`config.mk`:
```
export PLATFORM = sky130hd
export DESIGN_NAME = watchdog_supervisor
export DESIGN_NICKNAME = d
export VERILOG_FILES = /design/src/rtl/wds_pkg.sv /design/src/rtl/wds_window_tracker.sv /design/src/rtl/watchdog_supervisor.sv
export SDC_FILE = /design/constraint.sdc
export NUM_CORES = 1
export LEC_CHECK = 0
export CAP_MARGIN = 10
export CORE_ASPECT_RATIO = 1.25
export CORE_MARGIN = 4
export CORE_UTILIZATION = 52
export DETAILED_ROUTE_END_ITERATION = 8
export PLACE_DENSITY = 0.84
export SLEW_MARGIN = 25
export SYNTH_ARGS = -nofsm -noshare
export SYNTH_HDL_FRONTEND = slang
export SYNTH_SLANG_ARGS = --single-unit
```
`constraint.sdc`:
```
create_clock -name clk -period 2 [get_ports clk]
set_clock_uncertainty 0.2 [all_clocks]
set_input_delay 0.4 -clock clk [delete_from_list [all_inputs] [get_ports clk]]
set_output_delay 0.4 -clock clk [all_outputs]
set_load 0.1 [all_outputs]
```
`src/rtl/wds_pkg.sv`:
```
// -----------------------------------------------------------------------------
// wds_pkg
// Shared definitions for the watchdog supervisor:
//   - wds_state_e : FSM state codes exported on the 'state' port
//   - FAULT_CNT_W / FAULT_CNT_MAX : trip counter width and saturation value
//   - cnt_w()     : width of a counter that must hold 0..n-1
// -----------------------------------------------------------------------------
package wds_pkg;

    typedef enum logic [2:0] {
        ST_IDLE    = 3'd0,
        ST_ARM     = 3'd1,
        ST_RUN     = 3'd2,
        ST_FAULT   = 3'd3,
        ST_RECOVER = 3'd4
    } wds_state_e;

    localparam int                     FAULT_CNT_W   = 8;
    localparam logic [FAULT_CNT_W-1:0] FAULT_CNT_MAX = 8'd255;

    // Counter width for values 0..n-1, never narrower than one bit.
    function automatic int cnt_w(input int n);
        return (n <= 2) ? 1 : $clog2(n);
    endfunction

endpackage

```
`src/rtl/wds_window_tracker.sv`:
```
// -----------------------------------------------------------------------------
// wds_window_tracker
// Counts fixed-length check-in windows and accumulates which required sources
// have pulsed 'alive' during the current window.
//
// Ports:
//   clk_i            system clock
//   rst_i            synchronous active-high reset
//   restart_i        holds the tracker at the start of a fresh window
//   src_mask_i       required sources, latched at each window start
//   alive_i          per-source liveness pulses
//   window_done_o    high on the final cycle of a window (1 cycle)
//   window_ok_o      verdict for the closing window (valid with window_done_o)
//   window_missed_o  required sources not heard in the closing window
// -----------------------------------------------------------------------------
module wds_window_tracker
    import wds_pkg::*;
#(
    parameter int N_SRC         = 4,
    parameter int WINDOW_CYCLES = 1000
) (
    input  logic             clk_i,
    input  logic             rst_i,
    input  logic             restart_i,
    input  logic [N_SRC-1:0] src_mask_i,
    input  logic [N_SRC-1:0] alive_i,
    output logic             window_done_o,
    output logic             window_ok_o,
    output logic [N_SRC-1:0] window_missed_o
);

    localparam int            WW       = cnt_w(WINDOW_CYCLES);
    localparam logic [WW-1:0] WIN_LAST = WW'(WINDOW_CYCLES - 1);

    logic [WW-1:0]    win_cnt_q;
    logic [N_SRC-1:0] mask_l_q;
    logic [N_SRC-1:0] seen_q;
    logic [N_SRC-1:0] heard;

    // Pulses arriving on the final cycle still count for the closing window.
    assign heard           = seen_q | alive_i;
    assign window_done_o   = !restart_i && (win_cnt_q == WIN_LAST);
    assign window_ok_o     = (heard & mask_l_q) == mask_l_q;
    assign window_missed_o = mask_l_q & ~heard;

    always_ff @(posedge clk_i) begin
        if (rst_i) begin
            win_cnt_q <= '0;
            mask_l_q  <= '0;
            seen_q    <= '0;
        end else if (restart_i || (win_cnt_q == WIN_LAST)) begin
            // Window start: fresh accumulator, mask sampled for the new window.
            win_cnt_q <= '0;
            mask_l_q  <= src_mask_i;
            seen_q    <= '0;
        end else begin
            win_cnt_q <= win_cnt_q + 1'b1;
            seen_q    <= seen_q | (alive_i & mask_l_q);
        end
    end

endmodule

```
`src/rtl/watchdog_supervisor.sv`:
```
// -----------------------------------------------------------------------------
// watchdog_supervisor
// Arms the board watchdog, feeds it one heartbeat per window in which every
// required liveness source checked in, and on a watchdog trip mutes RF and
// runs a force_reset recovery sequence.
//
// Ports:
//   clk             system clock
//   rst             synchronous active-high reset
//   arm             level; host requests supervised operation
//   src_mask        required sources (latched at each window start)
//   alive           per-source liveness pulses
//   clear_fault     pulse; acknowledges a trip (only honoured in FAULT)
//   wd_triggered    watchdog trip flag
//   wd_enable       watchdog enable
//   wd_heartbeat    1-cycle heartbeat to the watchdog
//   wd_force_reset  watchdog force_reset
//   rf_mute         RF output mute
//   state           FSM state code (wds_state_e)
//   missed_src      sources missing in the most recent failed window
//   fault_count     trip count, saturating at 255
//
// Build option:
//   WDS_AUTO_RECOVER_EN  when defined, FAULT also exits to RECOVER after
//                        HOLDOFF_CYCLES cycles without clear_fault. When not
//                        defined, HOLDOFF_CYCLES has no effect.
// -----------------------------------------------------------------------------
module watchdog_supervisor
    import wds_pkg::*;
#(
    parameter int N_SRC              = 4,
    parameter int WINDOW_CYCLES      = 1000,
    parameter int RESET_PULSE_CYCLES = 4,
    parameter int HOLDOFF_CYCLES     = 256
) (
    input  logic                   clk,
    input  logic                   rst,
    input  logic                   arm,
    input  logic [N_SRC-1:0]       src_mask,
    input  logic [N_SRC-1:0]       alive,
    input  logic                   clear_fault,
    input  logic                   wd_triggered,
    output logic                   wd_enable,
    output logic                   wd_heartbeat,
    output logic                   wd_force_reset,
    output logic                   rf_mute,
    output logic [2:0]             state,
    output logic [N_SRC-1:0]       missed_src,
    output logic [FAULT_CNT_W-1:0] fault_count
);

    localparam int            PW         = cnt_w(RESET_PULSE_CYCLES);
    localparam logic [PW-1:0] PULSE_LAST = PW'(RESET_PULSE_CYCLES - 1);
    localparam int            HW         = cnt_w(HOLDOFF_CYCLES);
    localparam logic [HW-1:0] HOLD_LAST  = HW'(HOLDOFF_CYCLES - 1);

`ifdef WDS_AUTO_RECOVER_EN
    localparam bit AUTO_RECOVER = 1'b1;
`else
    localparam bit AUTO_RECOVER = 1'b0;
`endif

    wds_state_e             state_q;
    logic                   wd_enable_q;
    logic                   wd_heartbeat_q;
    logic                   wd_force_reset_q;
    logic                   rf_mute_q;
    logic [N_SRC-1:0]       missed_src_q;
    logic [FAULT_CNT_W-1:0] fault_cnt_q;
    logic [FAULT_CNT_W-1:0] fault_cnt_d;
    logic [PW-1:0]          pulse_cnt_q;
    logic [HW-1:0]          hold_cnt_q;

    logic             window_done;
    logic             window_ok;
    logic [N_SRC-1:0] window_missed;
    logic             holdoff_done;

    // Tracker sits at a fresh window whenever we are not in RUN, so the
    // first RUN cycle is always window cycle 0 with an empty accumulator.
    wds_window_tracker #(
        .N_SRC         (N_SRC),
        .WINDOW_CYCLES (WINDOW_CYCLES)
    ) u_tracker (
        .clk_i           (clk),
        .rst_i           (rst),
        .restart_i       (state_q != ST_RUN),
        .src_mask_i      (src_mask),
        .alive_i         (alive),
        .window_done_o   (window_done),
        .window_ok_o     (window_ok),
        .window_missed_o (window_missed)
    );

    assign holdoff_done = AUTO_RECOVER && (hold_cnt_q == HOLD_LAST);

    always_comb begin
        fault_cnt_d = fault_cnt_q;
        if (fault_cnt_q != FAULT_CNT_MAX) begin
            fault_cnt_d = fault_cnt_q + 1'b1;
        end
    end

    always_ff @(posedge clk) begin
        if (rst) begin
            state_q          <= ST_IDLE;
            wd_enable_q      <= 1'b0;
            wd_heartbeat_q   <= 1'b0;
            wd_force_reset_q <= 1'b0;
            rf_mute_q        <= 1'b1;
            missed_src_q     <= '0;
            fault_cnt_q      <= '0;
            pulse_cnt_q      <= '0;
            hold_cnt_q       <= '0;
        end else begin
            wd_heartbeat_q <= 1'b0;
            case (state_q)
                ST_IDLE: begin
                    wd_enable_q      <= 1'b0;
                    wd_force_reset_q <= 1'b0;
                    rf_mute_q        <= 1'b1;
                    if (arm) begin
                        state_q          <= ST_ARM;
                        wd_enable_q      <= 1'b1;
                        wd_force_reset_q <= 1'b1;
                        pulse_cnt_q      <= '0;
                    end
                end

                ST_ARM: begin
                    if (pulse_cnt_q == PULSE_LAST) begin
                        state_q          <= ST_RUN;
                        wd_force_reset_q <= 1'b0;
                        wd_heartbeat_q   <= 1'b1;
                        rf_mute_q        <= 1'b0;
                    end else begin
                        pulse_cnt_q <= pulse_cnt_q + 1'b1;
                    end
                end

                ST_RUN: begin
                    if (window_done && !window_ok) begin
                        missed_src_q <= window_missed;
                    end
                    // A trip outranks arm dropping in the same cycle.
                    if (wd_triggered) begin
                        state_q     <= ST_FAULT;
                        rf_mute_q   <= 1'b1;
                        fault_cnt_q <= fault_cnt_d;
                        hold_cnt_q  <= '0;
                    end else if (!arm) begin
                        state_q     <= ST_IDLE;
                        wd_enable_q <= 1'b0;
                        rf_mute_q   <= 1'b1;
                    end else if (window_done && window_ok) begin
                        wd_heartbeat_q <= 1'b1;
                    end
                end

                ST_FAULT: begin
                    if (clear_fault || holdoff_done) begin
                        state_q          <= ST_RECOVER;
                        wd_force_reset_q <= 1'b1;
                        pulse_cnt_q      <= '0;
                    end else begin
                        hold_cnt_q <= hold_cnt_q + 1'b1;
                    end
                end

                ST_RECOVER: begin
                    if (pulse_cnt_q == PULSE_LAST) begin
                        wd_force_reset_q <= 1'b0;
                        if (arm) begin
                            state_q        <= ST_RUN;
                            wd_heartbeat_q <= 1'b1;
                            rf_mute_q      <= 1'b0;
                        end else begin
                            state_q     <= ST_IDLE;
                            wd_enable_q <= 1'b0;
                        end
                    end else begin
                        pulse_cnt_q <= pulse_cnt_q + 1'b1;
                    end
                end

                default: begin
                    state_q <= ST_IDLE;
                end
            endcase
        end
    end

    assign wd_enable      = wd_enable_q;
    assign wd_heartbeat   = wd_heartbeat_q;
    assign wd_force_reset = wd_force_reset_q;
    assign rf_mute        = rf_mute_q;
    assign state          = state_q;
    assign missed_src     = missed_src_q;
    assign fault_count    = fault_cnt_q;

endmodule

```
* Word level (Yosys, flattened, before mapping) *
Index checks and enable logic that the tools add are counted.
Widths: inputs -> output; s select.

word-level totals
  register bits = 39
  bits of input ports = 13
  output and inout port bits = 19

operators by class
  add/sub/neg operators = 3
  equality and inequality tests = 18
  mux-type cells = 31
  bitwise gates (word level) = 6
  reduce and logical (&&, ||, !) cells = 19

operators by type and width
  operator               count
  $mux 3                 6
  $mux 1                 15
  $pmux 3 s5             1
  $ne 2x2->1 const B     7
  $and 4x4->4            3
  $add 10x1->10 const B  1
  $eq 10x10->1 const B   1
  $reduce_and 5->1       2
  $pmux 1 s3             3
  $reduce_and 3->1       3
  $add 8x1->8 const B    1
  $mux 2                 4
  $ne 8x8->1 const B     1
  $or 4x4->4             2
  $eq 3x2->1 const B     2
  $pmux 2 s3             1
  $reduce_bool 3->1      2
  $eq 4x4->1             1
  $not 4->4              1
  $pmux 1 s4             1
  $reduce_and 4->1       1
  $reduce_bool 4->1      1
  $reduce_or 2->1        2
  $eq 3x1->1 const B     1
  11 further kinds       14

* Longest topological paths before layout *
Gate-level depths: netlist (run 1).

  depth in word-level cells = 8
  depth in mapped cells = 6

* Hierarchy *
Synthesis (run 1) repeated with hierarchy kept, for this count alone.

unflattened totals
  cell total of the unflattened synthesis = 219
  area, all modules = 1980.6 um2

by module, submodules not included
  module               instances  cells an instance  area each (um2)  sequential area each (um2)
  watchdog_supervisor  1          135                1188.6           420.4
  wds_window_tracker   1          84                 792.0            360.3

* Worst setup path after synthesis (run 1) *
OpenSTA, ideal clock, no wires.

  path kind = register to register
  from = register fault_cnt_q[0], in the netlist fault_count[0]
  to = register fault_cnt_q[7], in the netlist fault_count[7]
  library setup time = 121 ps
  arrival time = 2122 ps
  path slack = -443 ps
  cell stages (with the launch flop) = 6
  path buffers = 0
  clock period less this slack = 2443 ps
  cell sequence = dfxtp_1 > ha_1 > nand4_1 > o21ai_2 > nor4_1 > mux2_2

on the way
  cells in the longest elaborated chain, start to end = 2
  elaborated cells between the ends (all ways) = 3

RTL lines
  element                                              line                        text
  from (decl)                                          watchdog_supervisor.sv:69   logic [FAULT_CNT_W-1:0] fault_cnt_q;
  from (signal assigned)                               watchdog_supervisor.sv:149  fault_cnt_q <= fault_cnt_d;
  branches (longest 2 deep; another with $add 8x1->8)  --

Several ways; the timed one is not identified.
A chain may end at the register's enable or synchronous reset.

* Worst setup path in the final report (run 1) *
  from = input port wd_triggered
  to = register fault_cnt_q[7], in the netlist fault_count[7]

on the way
  cells in the longest elaborated chain, start to end = 1

RTL lines
  element                     line                       text
  from (decl)                 watchdog_supervisor.sv:42  input logic wd_triggered,
  $reduce_and 3->1 (no line)  --

No other way between the ends.

==> flow_summary.toml, run 1 <==
[outcome]
status = "finished, final reports clean"

[critical_path]
reg_to_reg_setup_timing_slack_ns = 0.15
worst-path-stages = 5
critPathMaxFanout = 4
timing.critical_path.from = "wd_triggered"
critical_path_buf_inv_count = 1
master_of_the_slowest_instance_on_the_critical_path = "sky130_fd_sc_hd__clkdlybuf4s50_1"
worst-setup-path-type = "in -> reg"
worstSetupEndpoint = "fault_count[7]"
worstReg2RegStart = "fault_count[0]"
timing.critical_path.arrival_ns = 1.85
path_cells = "clkdlybuf4s50_1 -> and4bb_2 -> o21ai_2 -> nor4_1 -> mux2_2"
reg2regPathDepth = 5
worst_ep_required_time_ns = 1.99
critical_path.startpoint_type = "primary input"
rr_endpoint = "fault_count[7]"
cp_delay_by_family_top = "simple AND/OR/NAND/NOR gates"
critical_path.max_stage_delay_ns = 0.47
crit_path_end_kind = "register"

[sta]
max_slew_margin_pct = 75.3
period_share_pct = 93.1
worstMarginPinSlew_ns = 0.365
worst_hold_slack_ns = 0.253
final_critical_path_setup_slack_ns = 0.138
report.final.hold_viol_count = 0
fmax_mhz = 537
layout_min_cycle_time_ns = 1.86
grt_setup_unrepaired = "no"
final-setup-viol-count = 0
report.final.slew_viol_count = 0

[die]
initial_core_util_pct = 55.7
die_area_um2 = 4530
floorplan.die.width_um = 61.0
rows = 23
die_y_um = 74.3
num_io_pins = 32
floorplan.core_area_um2 = 3280

[finish]
fill_cells = 222
antenna_cells = 0
drive_gt1_share_pct = 23.3
combined_area_of_the_multi_input_logic_cells_um2 = 987
flow.area_growth_from_synthesis_pct = 39.7
final_net_count = 264
area_occupied_by_registers_um2 = 800

[clock_network]
cts_htree_levels = 2
cts_hold_repair.buffers = 0
postCtsSetupRepairBufs = 0
later_pin_clock_latency_in_the_skew_report_ns = 0.30
cts_root_buffer = "sky130_fd_sc_hd__clkbuf_8"
post_cts.resized_instances = 0
cts-buffers-inserted = 5
cts_tree = "done"
clk_pin_slew_worst_setup_hold_paths_ns = 0.08
max-clock-path-buffers = 2
clock_sinks = 39

[pwr]
static-leakage-power_nw = 0.933
ir_drop_mv = 0.745
power.density_nw_per_um2 = 642
finalPower_mw = 1.64

[grt]
grt-ovfl-total = 0
grt_use_total_pct = 21.6
grt_max_degree = 14
first_global_vias = 1665
grt_antenna_before_repair = 0
grt_pass1_wl_um = 7350

[synthesis]
yosysSeqAreaShare_pct = 42.7
ys_types = 44
mappedNetlistNets = 221
postSynthRegisterBits = 39
synthCells = 205
synth-async-reset-ratio_pct = 0
synth_area_per_cell_um2 = 8.91
mappedNetlistArea_um2 = 1830
ys.warnings.count = 0
synth_edf_count = 0
ys.flop_type = "sky130_fd_sc_hd__dfxtp_1"

[job]
max_cap_check_violation_count = 0

[drt]
drc = 0
wl_per_cell_um = 15.1
route.antenna.remaining_nets = 0
via_count = 1666
detail_route.iter0.violations = 74
drt_wl_total_um = 4330
first_pass_iters = 4
vias_per_cell = 5.83

[placed_design]
hpwl_detailed_um = 3040
finalWeightedCongestion = 0.840
numPortBuffers = 31
dp_worst_setup_slack_ns = -0.114

[worst_hold_path]
worst_hold_path_type = "reg -> reg"
==> sequential cells by signal, indices dropped and copies added (netlist names) <==
name                 count
u_tracker.mask_l_q       4
wd_enable                1
rf_mute                  1
missed_src               4
wd_heartbeat             1
state                    3
u_tracker.seen_q         4
fault_count              8
wd_force_reset           1
pulse_cnt_q              2
u_tracker.win_cnt_q     10
==> report_power, final <==
group          internal [mW]  leakage, nW  switching, mW  total [mW]
clock network          0.371       0.0581          0.294       0.665
registers              0.785        0.322         0.0143       0.799
logic                 0.0761        0.553         0.0963       0.172
==> area by class of cell <==
type | count | share of cell area (%)
Tap cell | 37 | 1.81
Clock buffer | 5 | 2.70
Multi-Input combinational cell | 155 | 38.7
Sequential cell | 39 | 31.3
Inverter | 4 | 0.589
Clock inverter | 3 | 1.72
Timing Repair Buffer | 43 | 23.1
==> synthesized netlist by cell type (2+ instances only) <==
cell type                  count  share of area (%)
sky130_fd_sc_hd__a211oi_1      2               0.82
sky130_fd_sc_hd__dfxtp_1      39                 43
sky130_fd_sc_hd__nor3b_1       5                2.1
sky130_fd_sc_hd__nor2b_1       6                2.1
sky130_fd_sc_hd__nand4_1       4                1.4
sky130_fd_sc_hd__a21oi_1      17                4.7
sky130_fd_sc_hd__xor2_1        6                2.9
sky130_fd_sc_hd__nor2_1       29                6.0
sky130_fd_sc_hd__nand2_1      11                2.3
sky130_fd_sc_hd__inv_1         4               0.82
sky130_fd_sc_hd__xnor2_1       6                2.9
sky130_fd_sc_hd__nand2b_1      5                1.7
sky130_fd_sc_hd__nor4_1        3                1.0
sky130_fd_sc_hd__o211ai_1      5                2.1
sky130_fd_sc_hd__nand3_1       8                2.2
sky130_fd_sc_hd__buf_2         2               0.55
sky130_fd_sc_hd__clkbuf_1      3               0.62
sky130_fd_sc_hd__ha_1          3                2.1
sky130_fd_sc_hd__buf_6         2                1.2
sky130_fd_sc_hd__nor3_1        4                1.1
sky130_fd_sc_hd__and4bb_2      2                1.4
sky130_fd_sc_hd__and4_1        2               0.96
sky130_fd_sc_hd__and3_1        3                1.0
sky130_fd_sc_hd__o21ai_0       9                2.5
sky130_fd_sc_hd__mux2i_1       6                3.3
==> how the worst min path moves through the flow <==
| stage | from | to | cells past startpoint |
|---|---|---|---|
| final | u_tracker.win_cnt_q[0] | u_tracker.win_cnt_q[0] | 1 |
| after floorplan | u_tracker.win_cnt_q[0] | u_tracker.win_cnt_q[0] | 1 |
| after detailed placement | u_tracker.win_cnt_q[0] | u_tracker.win_cnt_q[0] | 1 |
| after global routing | u_tracker.win_cnt_q[0] | u_tracker.win_cnt_q[0] | 1 |
| after CTS | u_tracker.win_cnt_q[0] | u_tracker.win_cnt_q[0] | 1 |
| after global placement | u_tracker.win_cnt_q[0] | u_tracker.win_cnt_q[0] | 1 |
==> metrics by stage <==
stage / area (um2) / util, % / setup TNS (ns) / cells
2_1_floorplan: 1850 / - / 0 / 205
3_3_place_gp: 2440 / 74.3 / -0.109 / 278
3_5_place_dp: 2440 / 74.3 / -0.230 / 278
4_1_cts: 2550 / 77.8 / 0 / 286
5_1_grt: 2550 / 77.8 / 0 / 286
6_report: 2550 / 77.8 / 0 / 286
==> logic make-up (layout without fill, tap and decap cells) <==
family	count (synthesis)	after routing	synth area share (%)
fa+ha+maj	3	3	2.06
xor+xnor	12	12	5.75
mux	7	7	3.90
flops	39	39	42.7
compound gates	45	45	16.5
buf+inv	11	55	3.22
simple gates	88	88	25.8
==> cell usage in the layout (no fill, tap or decap), types with 3 or more instances in the layout <==
master / netlist / final
sky130_fd_sc_hd__o211ai_1: 5 / 5
sky130_fd_sc_hd__clkdlybuf4s50_1: 0 / 12
sky130_fd_sc_hd__xor2_1: 6 / 6
sky130_fd_sc_hd__nor3b_1: 5 / 5
sky130_fd_sc_hd__buf_12: 0 / 19
sky130_fd_sc_hd__nand4_1: 4 / 4
sky130_fd_sc_hd__xnor2_1: 6 / 6
sky130_fd_sc_hd__dfxtp_2: 0 / 9
sky130_fd_sc_hd__nor2_1: 29 / 29
sky130_fd_sc_hd__a21oi_1: 17 / 17
sky130_fd_sc_hd__and3_1: 3 / 3
sky130_fd_sc_hd__dfxtp_1: 39 / 28
sky130_fd_sc_hd__nor3_1: 4 / 4
sky130_fd_sc_hd__inv_1: 4 / 4
sky130_fd_sc_hd__buf_4: 0 / 12
sky130_fd_sc_hd__o21ai_0: 9 / 9
sky130_fd_sc_hd__nor2b_1: 6 / 6
sky130_fd_sc_hd__mux2i_1: 6 / 6
sky130_fd_sc_hd__nor4_1: 3 / 3
sky130_fd_sc_hd__nand2_1: 11 / 11
sky130_fd_sc_hd__ha_1: 3 / 3
sky130_fd_sc_hd__clkbuf_8: 0 / 5
sky130_fd_sc_hd__nand2b_1: 5 / 5
sky130_fd_sc_hd__nand3_1: 8 / 8
==> layer usage <==
| layer | global-route usage [%] | routed length [um] |
|---|---|---|
| met5 | 0 | 0 |
| met3 | 6.60 | 220 |
| met1 | 25.2 | 1880 |
| met2 | 36.0 | 2120 |
| met4 | 9.40 | 113 |
Power figures use the tool's default switching activity.
==> inputs of run 2 (changes only) <==
--- a/config.mk
+++ b/config.mk
@@ -10,6 +10,7 @@
 export CORE_MARGIN = 4
 export CORE_UTILIZATION = 52
 export DETAILED_ROUTE_END_ITERATION = 8
+export GPL_TIMING_DRIVEN = 0
 export PLACE_DENSITY = 0.84
 export SLEW_MARGIN = 25
 export SYNTH_ARGS = -nofsm -noshare
==> run 2 against run 1 <==
Against the previous run:
- critical path depth unchanged
- highest routed layer unchanged
- core utilization down 6.5 points
- sequential power down 0.8%
==> flow_summary.toml, run 2 (synthesis results as in run 1) <==
[clock_network]
cts_root_buffer = "sky130_fd_sc_hd__clkbuf_8"
clock_sinks = 39
cts_hold_repair.buffers = 0
clk_pin_slew_worst_setup_hold_paths_ns = 0.08
cts_htree_levels = 2
later_pin_clock_latency_in_the_skew_report_ns = 0.29
cts_tree = "done"
cts-buffers-inserted = 5
max-clock-path-buffers = 2

[pwr]
switchingPower_uw = 367
power.density_nw_per_um2 = 623
internal_power_mw = 1.09
pwr-share-seq_pct = 54.4
finalPower_mw = 1.46
static-leakage-power_nw = 0.807
power.share.clock_pct = 34.8
ir_drop_mv = 0.581
share_comb_of_total_power_pct = 10.8
power.switching_fraction_pct = 25.2

[grt]
use_met2_pct = 34.8
met1_usage_pct = 22.8
grt_use_total_pct = 20.0
grt_use_met3_pct = 5.03
first_global_vias = 1582
grt_pass1_wl_um = 6810
grt_antenna_before_repair = 0
gr-max-usage-layer = "met2"
grt-ovfl-total = 0
grt_max_degree = 13

[die]
floorplan.die.width_um = 61.0
num_io_pins = 32
floorplan.core_area_um2 = 3280
die_y_um = 74.3
initial_core_util_pct = 55.7
rows = 23
die_area_um2 = 4530

[finish]
antenna_cells = 0
layoutNonFillerInstCount = 283
regMostFlops = "u_tracker.win_cnt_q"
layout_commonest_cell = "sky130_fd_sc_hd__nor2_1"
final_net_count = 261
number_of_flip_flops_under_the_largest_register_name = 10
flow.area_growth_from_synthesis_pct = 28.0
stdcell_area_um2 = 2340
drive_gt1_share_pct = 21.5
layout.cells.most_common_list = "sky130_fd_sc_hd__nor2_1, sky130_fd_sc_hd__dfxtp_1, sky130_fd_sc_hd__clkdlybuf4s15_2"

[sta]
worstMarginPinSlew_ns = 0.546
worst_hold_slack_ns = 0.255
final-setup-viol-count = 0
layout_min_cycle_time_ns = 1.95
max_slew_margin_pct = 63.6
fmax_mhz = 513
report.final.hold_viol_count = 0
grt_setup_unrepaired = "no"
report.final.slew_viol_count = 0
final_critical_path_setup_slack_ns = 0.0517
period_share_pct = 97.4

[job]
max_cap_check_violation_count = 0

[drt]
via_count = 1638
drc = 0
wl_per_cell_um = 14.4
vias_per_cell = 5.79
first_pass_iters = 5
drt_wl_total_um = 4060
detail_route.iter0.violations = 73
route.antenna.remaining_nets = 0

[placed_design]
dpl-instance-area_um2 = 2200
numPortBuffers = 31
placed_cells_incl_taps = 273
hpwl_detailed_um = 2910
finalWeightedCongestion = 0.849
dp_worst_setup_slack_ns = -0.320

[critical_path]
worst-setup-path-type = "in -> reg"
critical_path.startpoint_type = "primary input"
timing.critical_path.arrival_ns = 1.93
critPathMaxFanout = 7
worst_ep_required_time_ns = 1.99
crit_path_end_kind = "register"

[worst_hold_path]
worst_hold_path_type = "reg -> reg"

[outcome]
status = "finished, final reports clean"
run 2: changes by cell type in the layout (fill, tap and decap cells not counted), moves of 5 or more:
cell                              before  now
sky130_fd_sc_hd__clkdlybuf4s15_2       0   19
sky130_fd_sc_hd__buf_4                12    2
sky130_fd_sc_hd__buf_12               19    0
sky130_fd_sc_hd__clkbuf_1              0    5
run 2: final cells by class:
cell class / count / area (um2)
fillers: 269 / 942
multi-input cells: 155 / 1000
clock buffers: 7 / 76.3
plain buffers: 7 / 43.8
clock inverters: 1 / 7.51
flip-flops and latches: 39 / 800
inverters: 4 / 15.0
well taps: 37 / 46.3
repair buffers: 33 / 349
run 2: final timing paths:
kind,start,end,slack (ns),cells after the start
worst max register to register,u_tracker.win_cnt_q[0],u_tracker.seen_q[2],0.13,6
worst min register to register,u_tracker.win_cnt_q[0],u_tracker.win_cnt_q[0],0.26,1
worst max-delay path,wd_triggered,fault_count[7],0.05,5
worst min-delay path,u_tracker.win_cnt_q[0],u_tracker.win_cnt_q[0],0.26,1
run 2: layer usage:
metal / share of wire (%) / vias to the layer above
met5: 0 / -
met2: 51 / 33
met1: 42 / 780
met3: 4.9 / 8
met4: 2.0 / 0
li1: - / 817
run 2: what timing repair did:
| action | in CTS | in global routing |
|---|---|---|
| cloned | 0 | 0 |
| setup buffers | 2 | 0 |
| gates resized for setup | 58 | 2 |
| endpoints found under the setup margin | 21 | 2 |
| pin swaps | 1 | 0 |
run 2: power groups by stage:
| stage | Clock, mW | Combinational, mW | Sequential, mW |
|---|---|---|---|
| final | 0.507 | 0.158 | 0.793 |
| after global routing | 0.545 | 0.172 | 0.794 |
| after CTS | 0.523 | 0.156 | 0.793 |
| after detailed placement | 0 | 0.157 | 0.811 |
| after global placement | 0 | 0.155 | 0.810 |
| after floorplan | 0 | 0.0620 | 0.851 |
run 2: per-stage QoR:
stage | utilization (%) | setup TNS [ns]
after floorplan | - | 0
after global placement | 67.1 | -2.75
after detailed placement | 67.1 | -2.82
after CTS | 71.1 | 0
after global routing | 71.3 | 0
final | 71.3 | 0
run 2: worst max-delay path: stages:
cell,delay [ns]
sky130_fd_sc_hd__clkdlybuf4s50_1,0.54
sky130_fd_sc_hd__and4bb_2,0.31
sky130_fd_sc_hd__o21ai_2,0.13
sky130_fd_sc_hd__nor4_2,0.19
sky130_fd_sc_hd__mux2_2,0.36
